`config.mk`:
```
export PLATFORM = sky130hd
export DESIGN_NAME = psum_allreduce_hub_flat
export DESIGN_NICKNAME = d
export VERILOG_FILES = /design/src/rtl/psum_pkg.sv /design/src/rtl/psum_allreduce_hub_if.sv /design/src/rtl/psum_sync_fifo.sv /design/src/rtl/psum_allreduce_hub.sv /design/src/flat_wrapper.sv
export SDC_FILE = /design/constraint.sdc
export NUM_CORES = 2
export LEC_CHECK = 0
export BUFFER_PORTS_ARGS = -buffer_cell sky130_fd_sc_hd__buf_2
export CORE_MARGIN = 2
export CORE_UTILIZATION = 65
export DETAILED_ROUTE_END_ITERATION = 16
export GPL_TIMING_DRIVEN = 0
export PLACE_DENSITY = 0.91
export SETUP_SLACK_MARGIN = 0.05
export SKIP_CTS_REPAIR_TIMING = 1
export SLEW_MARGIN = 10
export SYNTH_ARGS = -nofsm -noshare
export SYNTH_HDL_FRONTEND = slang
export SYNTH_SLANG_ARGS = --single-unit
```
`constraint.sdc`:
```
create_clock -name clk -period 11.6 [get_ports clk]
set_input_delay 1.74 -clock clk [delete_from_list [all_inputs] [get_ports clk]]
set_output_delay 1.74 -clock clk [all_outputs]
set_load 0.02 [all_outputs]
```
`src/rtl/psum_pkg.sv`:
```
// Shared types and helpers for the partial-sum all-reduce hub.
//   mode_e    : reduction mode broadcast with each result (TOTAL / OTHERS)
//   state_e   : output bank state (IDLE / HOLD)
//   CNT_W     : width of the completed-reduction counter
//   sum_width : result width that can hold the sum of n bw-bit values
package psum_pkg;

  typedef enum logic {
    MODE_TOTAL  = 1'b0,
    MODE_OTHERS = 1'b1
  } mode_e;

  typedef enum logic {
    ST_IDLE = 1'b0,
    ST_HOLD = 1'b1
  } state_e;

  localparam int unsigned CNT_W = 16;

  // Growth of log2(n) bits keeps an n-way signed sum from overflowing.
  function automatic int unsigned sum_width(input int unsigned bw, input int unsigned n);
    return bw + $clog2(n);
  endfunction

endpackage

```
`src/rtl/psum_allreduce_hub_if.sv`:
```
// Core-array <-> hub bus for the partial-sum all-reduce hub.
//   in_wr/in_data/in_ready : per-core push side (core k at [k*BW +: BW])
//   mode                   : 0 = TOTAL, 1 = OTHERS
//   out_valid/out_data     : broadcast result bank (core k at [k*SW +: SW])
//   out_ack                : per-core consume strobe
//   ovf_err                : sticky per-core overflow flags
//   red_cnt                : completed reductions
// master = core array side, slave = hub side.
interface psum_allreduce_hub_if #(
  parameter int unsigned NCORE = 4,
  parameter int unsigned BW    = 24
);

  localparam int unsigned SW = psum_pkg::sum_width(BW, NCORE);

  logic [NCORE-1:0]             in_wr;
  logic [NCORE*BW-1:0]          in_data;
  logic [NCORE-1:0]             in_ready;
  logic                         mode;
  logic                         out_valid;
  logic [NCORE*SW-1:0]          out_data;
  logic [NCORE-1:0]             out_ack;
  logic [NCORE-1:0]             ovf_err;
  logic [psum_pkg::CNT_W-1:0]   red_cnt;

  modport master (
    output in_wr, in_data, mode, out_ack,
    input  in_ready, out_valid, out_data, ovf_err, red_cnt
  );

  modport slave (
    input  in_wr, in_data, mode, out_ack,
    output in_ready, out_valid, out_data, ovf_err, red_cnt
  );

endinterface

```
`src/rtl/psum_sync_fifo.sv`:
```
// Single-clock FIFO with first-word-fall-through head and registered flags.
//   clk, rst_n : clock, async active-low reset
//   wr, wdata  : push strobe/data (ignored while full)
//   rd         : pop strobe (ignored while empty)
//   head       : oldest entry, valid whenever empty=0
//   full/empty : registered status flags
module psum_sync_fifo #(
  parameter int unsigned BW    = 24,
  parameter int unsigned DEPTH = 16
) (
  input  logic          clk,
  input  logic          rst_n,
  input  logic          wr,
  input  logic [BW-1:0] wdata,
  input  logic          rd,
  output logic [BW-1:0] head,
  output logic          full,
  output logic          empty
);

  localparam int unsigned AW = $clog2(DEPTH);

  logic [BW-1:0] mem_q [DEPTH];
  logic [AW:0]   wptr_q, rptr_q;
  logic [AW:0]   wptr_d, rptr_d;
  logic          push, pop;

  assign push = wr && !full;
  assign pop  = rd && !empty;
  assign head = mem_q[rptr_q[AW-1:0]];

  // Next pointers; the extra MSB distinguishes full from empty on equal index.
  always_comb begin
    wptr_d = wptr_q + (AW+1)'(push);
    rptr_d = rptr_q + (AW+1)'(pop);
  end

  // Pointer and flag registers
  always_ff @(posedge clk or negedge rst_n) begin
    if (!rst_n) begin
      wptr_q <= '0;
      rptr_q <= '0;
      full   <= 1'b0;
      empty  <= 1'b1;
    end else begin
      wptr_q <= wptr_d;
      rptr_q <= rptr_d;
      empty  <= (wptr_d == rptr_d);
      full   <= (wptr_d[AW] != rptr_d[AW]) && (wptr_d[AW-1:0] == rptr_d[AW-1:0]);
    end
  end

  // Storage array; contents are don't-care until written
  always_ff @(posedge clk) begin
    if (push) begin
      mem_q[wptr_q[AW-1:0]] <= wdata;
    end
  end

endmodule

```
`src/rtl/psum_allreduce_hub.sv`:
```
// All-reduce exchange for NCORE cores: one FIFO per core, a lock-step pop
// when every FIFO holds data, and a registered broadcast of either the
// global total or total-minus-own to every core.
//   clk   : rising-edge clock
//   reset : asynchronous active-low reset
//   bus   : core-array bus (slave side), see psum_allreduce_hub_if
module psum_allreduce_hub
  import psum_pkg::*;
#(
  parameter int unsigned NCORE = 4,
  parameter int unsigned BW    = 24,
  parameter int unsigned DEPTH = 16
) (
  input  logic                clk,
  input  logic                reset,
  psum_allreduce_hub_if.slave bus
);

  localparam int unsigned SW = sum_width(BW, NCORE);
  localparam int unsigned XW = SW - BW;

  logic [NCORE-1:0]    full;
  logic [NCORE-1:0]    empty;
  logic [BW-1:0]       head [NCORE];
  logic [SW-1:0]       ext  [NCORE];
  logic [SW-1:0]       res  [NCORE];
  logic [SW-1:0]       total;
  mode_e               mode_s;

  state_e              state_q, state_d;
  logic [NCORE-1:0]    ack_q, ack_d;
  logic                acks_all;
  logic                fire;

  logic                valid_q;
  logic [NCORE*SW-1:0] data_q;
  logic [CNT_W-1:0]    cnt_q;
  logic [NCORE-1:0]    ovf_q;

  // Per-core input FIFOs, all popped together on fire
  for (genvar k = 0; k < NCORE; k++) begin : g_fifo
    psum_sync_fifo #(
      .BW    (BW),
      .DEPTH (DEPTH)
    ) u_fifo (
      .clk   (clk),
      .rst_n (reset),
      .wr    (bus.in_wr[k]),
      .wdata (bus.in_data[k*BW +: BW]),
      .rd    (fire),
      .head  (head[k]),
      .full  (full[k]),
      .empty (empty[k])
    );
  end

  assign bus.in_ready  = ~full;
  assign bus.ovf_err   = ovf_q;
  assign bus.out_valid = valid_q;
  assign bus.out_data  = data_q;
  assign bus.red_cnt   = cnt_q;
  assign mode_s        = mode_e'(bus.mode);

  // Adder tree over sign-extended heads, then per-core OTHERS subtraction
  always_comb begin
    total = '0;
    for (int unsigned k = 0; k < NCORE; k++) begin
      ext[k] = {{XW{head[k][BW-1]}}, head[k]};
      total  = total + ext[k];
    end
    for (int unsigned k = 0; k < NCORE; k++) begin
      res[k] = (mode_s == MODE_OTHERS) ? (total - ext[k]) : total;
    end
  end

  // Ack FSM next state; fire may coincide with the last ack to avoid a bubble
  always_comb begin
    state_d  = state_q;
    ack_d    = ack_q;
    fire     = 1'b0;
    acks_all = &(ack_q | bus.out_ack);
    case (state_q)
      ST_IDLE: begin
        fire  = ~|empty;
        ack_d = '0;
        if (fire) begin
          state_d = ST_HOLD;
        end
      end
      ST_HOLD: begin
        fire = (~|empty) && acks_all;
        if (fire) begin
          ack_d = '0;
        end else if (acks_all) begin
          state_d = ST_IDLE;
          ack_d   = '0;
        end else begin
          ack_d = ack_q | bus.out_ack;
        end
      end
      default: begin
        state_d = ST_IDLE;
        ack_d   = '0;
      end
    endcase
  end

  // FSM state and ack mask
  always_ff @(posedge clk or negedge reset) begin
    if (!reset) begin
      state_q <= ST_IDLE;
      ack_q   <= '0;
    end else begin
      state_q <= state_d;
      ack_q   <= ack_d;
    end
  end

  // Result bank; mode is captured implicitly through res at fire
  always_ff @(posedge clk or negedge reset) begin
    if (!reset) begin
      valid_q <= 1'b0;
      data_q  <= '0;
      cnt_q   <= '0;
    end else begin
      valid_q <= (state_d == ST_HOLD);
      if (fire) begin
        cnt_q <= cnt_q + CNT_W'(1);
        for (int unsigned k = 0; k < NCORE; k++) begin
          data_q[k*SW +: SW] <= res[k];
        end
      end
    end
  end

  // Sticky overflow: a push presented while the FIFO is full is dropped
  always_ff @(posedge clk or negedge reset) begin
    if (!reset) begin
      ovf_q <= '0;
    end else begin
      ovf_q <= ovf_q | (bus.in_wr & full);
    end
  end

endmodule

```
`src/flat_wrapper.sv`:
```
// flat-port wrapper written by rule: the top's interface ports become plain ports
module psum_allreduce_hub_flat import psum_pkg::*;
#(
  parameter int unsigned NCORE = 4,
  parameter int unsigned BW    = 24,
  parameter int unsigned DEPTH = 16
)
  (clk, reset, bus_in_wr, bus_in_data, bus_mode, bus_out_ack, bus_in_ready, bus_out_valid, bus_out_data, bus_ovf_err, bus_red_cnt);
  psum_allreduce_hub_if #(.NCORE(NCORE), .BW(BW)) bus_i ();
  input  logic clk;
  input  logic reset;
  input wire logic [$bits(bus_i.in_wr)-1:0] bus_in_wr;
  input wire logic [$bits(bus_i.in_data)-1:0] bus_in_data;
  input wire logic [$bits(bus_i.mode)-1:0] bus_mode;
  input wire logic [$bits(bus_i.out_ack)-1:0] bus_out_ack;
  output wire logic [$bits(bus_i.in_ready)-1:0] bus_in_ready;
  output wire logic [$bits(bus_i.out_valid)-1:0] bus_out_valid;
  output wire logic [$bits(bus_i.out_data)-1:0] bus_out_data;
  output wire logic [$bits(bus_i.ovf_err)-1:0] bus_ovf_err;
  output wire logic [$bits(bus_i.red_cnt)-1:0] bus_red_cnt;
  assign bus_i.in_wr = bus_in_wr;
  assign bus_i.in_data = bus_in_data;
  assign bus_i.mode = bus_mode;
  assign bus_i.out_ack = bus_out_ack;
  assign bus_in_ready = bus_i.in_ready;
  assign bus_out_valid = bus_i.out_valid;
  assign bus_out_data = bus_i.out_data;
  assign bus_ovf_err = bus_i.ovf_err;
  assign bus_red_cnt = bus_i.red_cnt;
  psum_allreduce_hub #(.NCORE(NCORE), .BW(BW), .DEPTH(DEPTH)) u_core (.clk(clk), .reset(reset), .bus(bus_i));
endmodule
```
==> implementation parameters <==
Parameter                              Value

Die
  Die boundary width    340.1 um
  Die H    340.1 um
  Number of top-level pins    236
  Number of cell rows    approximately 120
  Overall die area    between 100,000 and 150,000 um2
  Initial cell density of the core    0.6537
  Floorplan core area    112,300 um2

Routing
  Pre-Repair DR Iteration Count    9
  DR iter-0 viols    roughly 7,800
  Total Routed Length    between 200,000 and 250,000 um
  Post-DRT Antenna Nets    0
  DRC violations left    0
  Wire length per cell after detailed routing    approximately 38 um
  Routed vias/inst    7.419
  Count of vias placed by the detailed router    46,140

Logic synthesis
  Syn nets    4,380
  Most frequently used flop master after synthesis    sky130_fd_sc_hd__edfxtp_1
  Async set-or-reset flop fraction in the synthesized netlist    0.1033
  Number of warning messages in the yosys log    0
  Post-Syn Area    between 70,000 and 80,000 um2
  Synth Area per Inst    18.01 um2
  Netlist cell types    76
  Part of the Yosys area used for sequential elements    0.6884
  Synthesized instance count    4,077
  Count of flip-flops with a built-in enable after synthesis    1,536
  Number of synthesized register bits    1,713

Outcome
  Violated checks    capacitance limit
  Run status    finished with violations

Timing
  Peak Freq    0.08993 GHz
  Measured slew at the worst slew-check pin    1486 ps
  Final worst-path cycle share    0.9586
  Max_slew headroom    0.009437
  RSZ-0062 raised after global routing    false
  Post-Route Skew    between 40 and 50 ps
  Worst Setup Slack, final    ~480 ps
  Post-route setup TNS    0 ps
  Number of setup violations in the final report    0
  Final count of hold timing violations    0
  Clock period minus final worst setup slack    11,120 ps
  Final Max Slew Viols    0

Place
  Dpl ws    between 1000 and 1500 ps
  Count of buffers inserted at the top-level ports    234
  HPWL after detailed placement    153,000 um
  Last weighted congestion value of the routability-driven placer    0.9809

Clock network
  Clock sinks    1,713
  Later-pin clock latency in the skew report    820 ps
  Number of CTS-inserted buffers    164
  Clock root buffer    sky130_fd_sc_hd__clkbuf_16
  CTS tree    built
  Maximum level of the CTS H-tree    4
  Maximum buffer depth of the clock tree    3
  Clock edge transition at the registers on the reported setup and hold paths    60 ps

Cells and area
  Relative area change from synthesis to final layout    14.40%
  Fraction of final layout cells with drive strength greater than 1    0.2472
  Final net count    4,874

Critical path
  Setup crit end kind    register
  Source of the critical timing path    u_core.g_fifo[0].u_fifo.rptr_q[1]
  Required time worst endpoint    12,300 ps
  Setup Crit Path Kind    reg -> reg
  Cell with the largest stage delay on the worst path    sky130_fd_sc_hd__a211oi_1
  CP Data Arrival Time    11,820 ps
  Most frequent cell on the critical path    sky130_fd_sc_hd__a21oi_1
  Kind of start point of the critical path    register
  Flop2flop setup slack    480 ps
  Biggest fanout along the worst timing path    10
  CP max stage delay    820 ps
  Reg2reg start    u_core.g_fifo[0].u_fifo.rptr_q[1]

Flow run
  Count of max-cap constraint violations    1

Global routing
  Remaining global-route overflow    0
  Number of antenna violations at the first check in global routing    27
  Number of global-route vias before repair    roughly 46,000
  Wire length of the first global-routing pass    336,600 um
  Pin count of the biggest net entering global routing    102
  Overall Global Routing Usage    0.4185

Min path
  Source of the worst hold timing path    u_core.bus.ovf_err[0]
  Class of the worst hold path    reg -> reg
worst paths after layout:
path	to	depth (start not counted)
setup / recovery	u_core.bus.out_data[101]	33
hold / removal	u_core.bus.ovf_err[0]	1
setup reg to reg	u_core.bus.out_data[101]	33
hold reg to reg	u_core.bus.ovf_err[0]	1
max in group asynchronous	u_core.g_fifo[1].u_fifo.wptr_q[3]	2
min in group asynchronous	u_core.bus.out_data[83]	1
flip-flops by register name, indices dropped and copies added (netlist names):
signal / cells
u_core.g_fifo.u_fifo.wptr_q: 20
u_core.bus.red_cnt: 16
u_core.g_fifo.u_fifo.rptr_q: 20
u_core.bus.out_data: 104
u_core.state_q: 1
u_core.ack_q: 4
u_core.bus.ovf_err: 4
u_core.g_fifo.u_fifo.empty: 4
u_core.g_fifo.u_fifo.mem_q: 1536
u_core.g_fifo.u_fifo.full: 4
cell families after synthesis:
logic type | after synthesis | synth area share
DFF | 1713 | 0.6884
AOI/OAI and AO/OA | 585 | 0.05044
and+or+nand+nor | 569 | 0.03596
muxes | 498 | 0.1495
buffers and inverters | 338 | 0.01777
adders and majority gates | 196 | 0.03656
xor gates and xnor gates | 178 | 0.02133
routing by layer:
layer	share of wire	global-route usage	vias to the layer above
met5	0.00099	0.006127	-
li1	-	-	17320
met3	0.15	0.1637	1184
met4	0.075	0.2509	30
met2	0.46	0.6343	4614
met1	0.31	0.5145	22990
stage by stage:
stage	std cells	instance area [um2]	hold slack, ps	util
6_report	6219	84020	463.7	0.7478
5_1_grt	6214	84000	485.6	0.7477
4_1_cts	6205	83970	462.6	0.7475
3_5_place_dp	5905	78510	446.7	0.6988
3_3_place_gp	5811	76490	433.2	0.6809
2_1_floorplan	4077	73440	453.7	-
cell type report:
cell class,instances,area (um2)
Tap cell,1500,1877
Inverter,170,638.1
Fill cell,5974,28330
Sequential cell,1713,50560
Multi-Input combinational cell,2026,22020
Buffer,168,674.4
Clock inverter,91,1110
Timing Repair Buffer,328,2748
Clock buffer,209,4357
Antenna cell,14,35.03
worst max-delay path, delay by kind of cell, from the launching register on:
kind                     cells  cell delay [ps]
AND/OR/NAND/NOR              7             1200
buffers and inverters        3             1700
adder cells (fa/ha/maj)      4             1660
flip-flops                   1              350
XOR/XNOR                     2              820
AO/OA/AOI/OAI               15             4250
multiplexers                 2             1030
layout by cell type, fill, tap and decap left out, types with 96 or more instances in the layout:
| cell type | n |
|---|---|
| sky130_fd_sc_hd__a21oi_1 | 167 |
| sky130_fd_sc_hd__buf_2 | 256 |
| sky130_fd_sc_hd__clkbuf_1 | 141 |
| sky130_fd_sc_hd__clkbuf_16 | 167 |
| sky130_fd_sc_hd__dfrtp_1 | 173 |
| sky130_fd_sc_hd__edfxtp_1 | 1536 |
| sky130_fd_sc_hd__ha_1 | 165 |
| sky130_fd_sc_hd__inv_1 | 167 |
| sky130_fd_sc_hd__mux4_2 | 479 |
| sky130_fd_sc_hd__nand2_1 | 170 |
| sky130_fd_sc_hd__nor2_1 | 111 |
| sky130_fd_sc_hd__xnor2_1 | 96 |
cells in the mapped netlist, types with 16 or more instances:
library cell,n,area share
sky130_fd_sc_hd__edfxtp_1,1536,0.63
sky130_fd_sc_hd__mux4_2,479,0.15
sky130_fd_sc_hd__dfrtp_1,173,0.059
sky130_fd_sc_hd__nand2_1,170,0.0087
sky130_fd_sc_hd__a21oi_1,167,0.011
sky130_fd_sc_hd__inv_1,167,0.0085
sky130_fd_sc_hd__ha_1,165,0.028
sky130_fd_sc_hd__nor2_1,159,0.0081
sky130_fd_sc_hd__clkbuf_1,102,0.0052
sky130_fd_sc_hd__xnor2_1,96,0.011
sky130_fd_sc_hd__a21o_1,92,0.0094
sky130_fd_sc_hd__xor2_1,81,0.0097
sky130_fd_sc_hd__o21ai_1,72,0.0049
sky130_fd_sc_hd__o21ai_0,69,0.0047
sky130_fd_sc_hd__nand3_1,53,0.0036
sky130_fd_sc_hd__nor3_1,48,0.0033
sky130_fd_sc_hd__buf_1,42,0.0021
sky130_fd_sc_hd__a31oi_1,34,0.0029
sky130_fd_sc_hd__fa_1,31,0.0085
sky130_fd_sc_hd__a211oi_1,27,0.0028
sky130_fd_sc_hd__and3_1,26,0.0022
sky130_fd_sc_hd__buf_2,23,0.0016
sky130_fd_sc_hd__nor2b_1,21,0.0018
sky130_fd_sc_hd__o21a_1,20,0.0020
sky130_fd_sc_hd__and2_1,19,0.0016
sky130_fd_sc_hd__nand2b_1,18,0.0015
sky130_fd_sc_hd__o21bai_1,18,0.0018
sky130_fd_sc_hd__mux2i_1,16,0.0022
sky130_fd_sc_hd__or3_1,16,0.0014
Power is left out: the tool's default activity adds up to more than one toggle a clock period on the data nets, which glitch-free logic cannot reach.
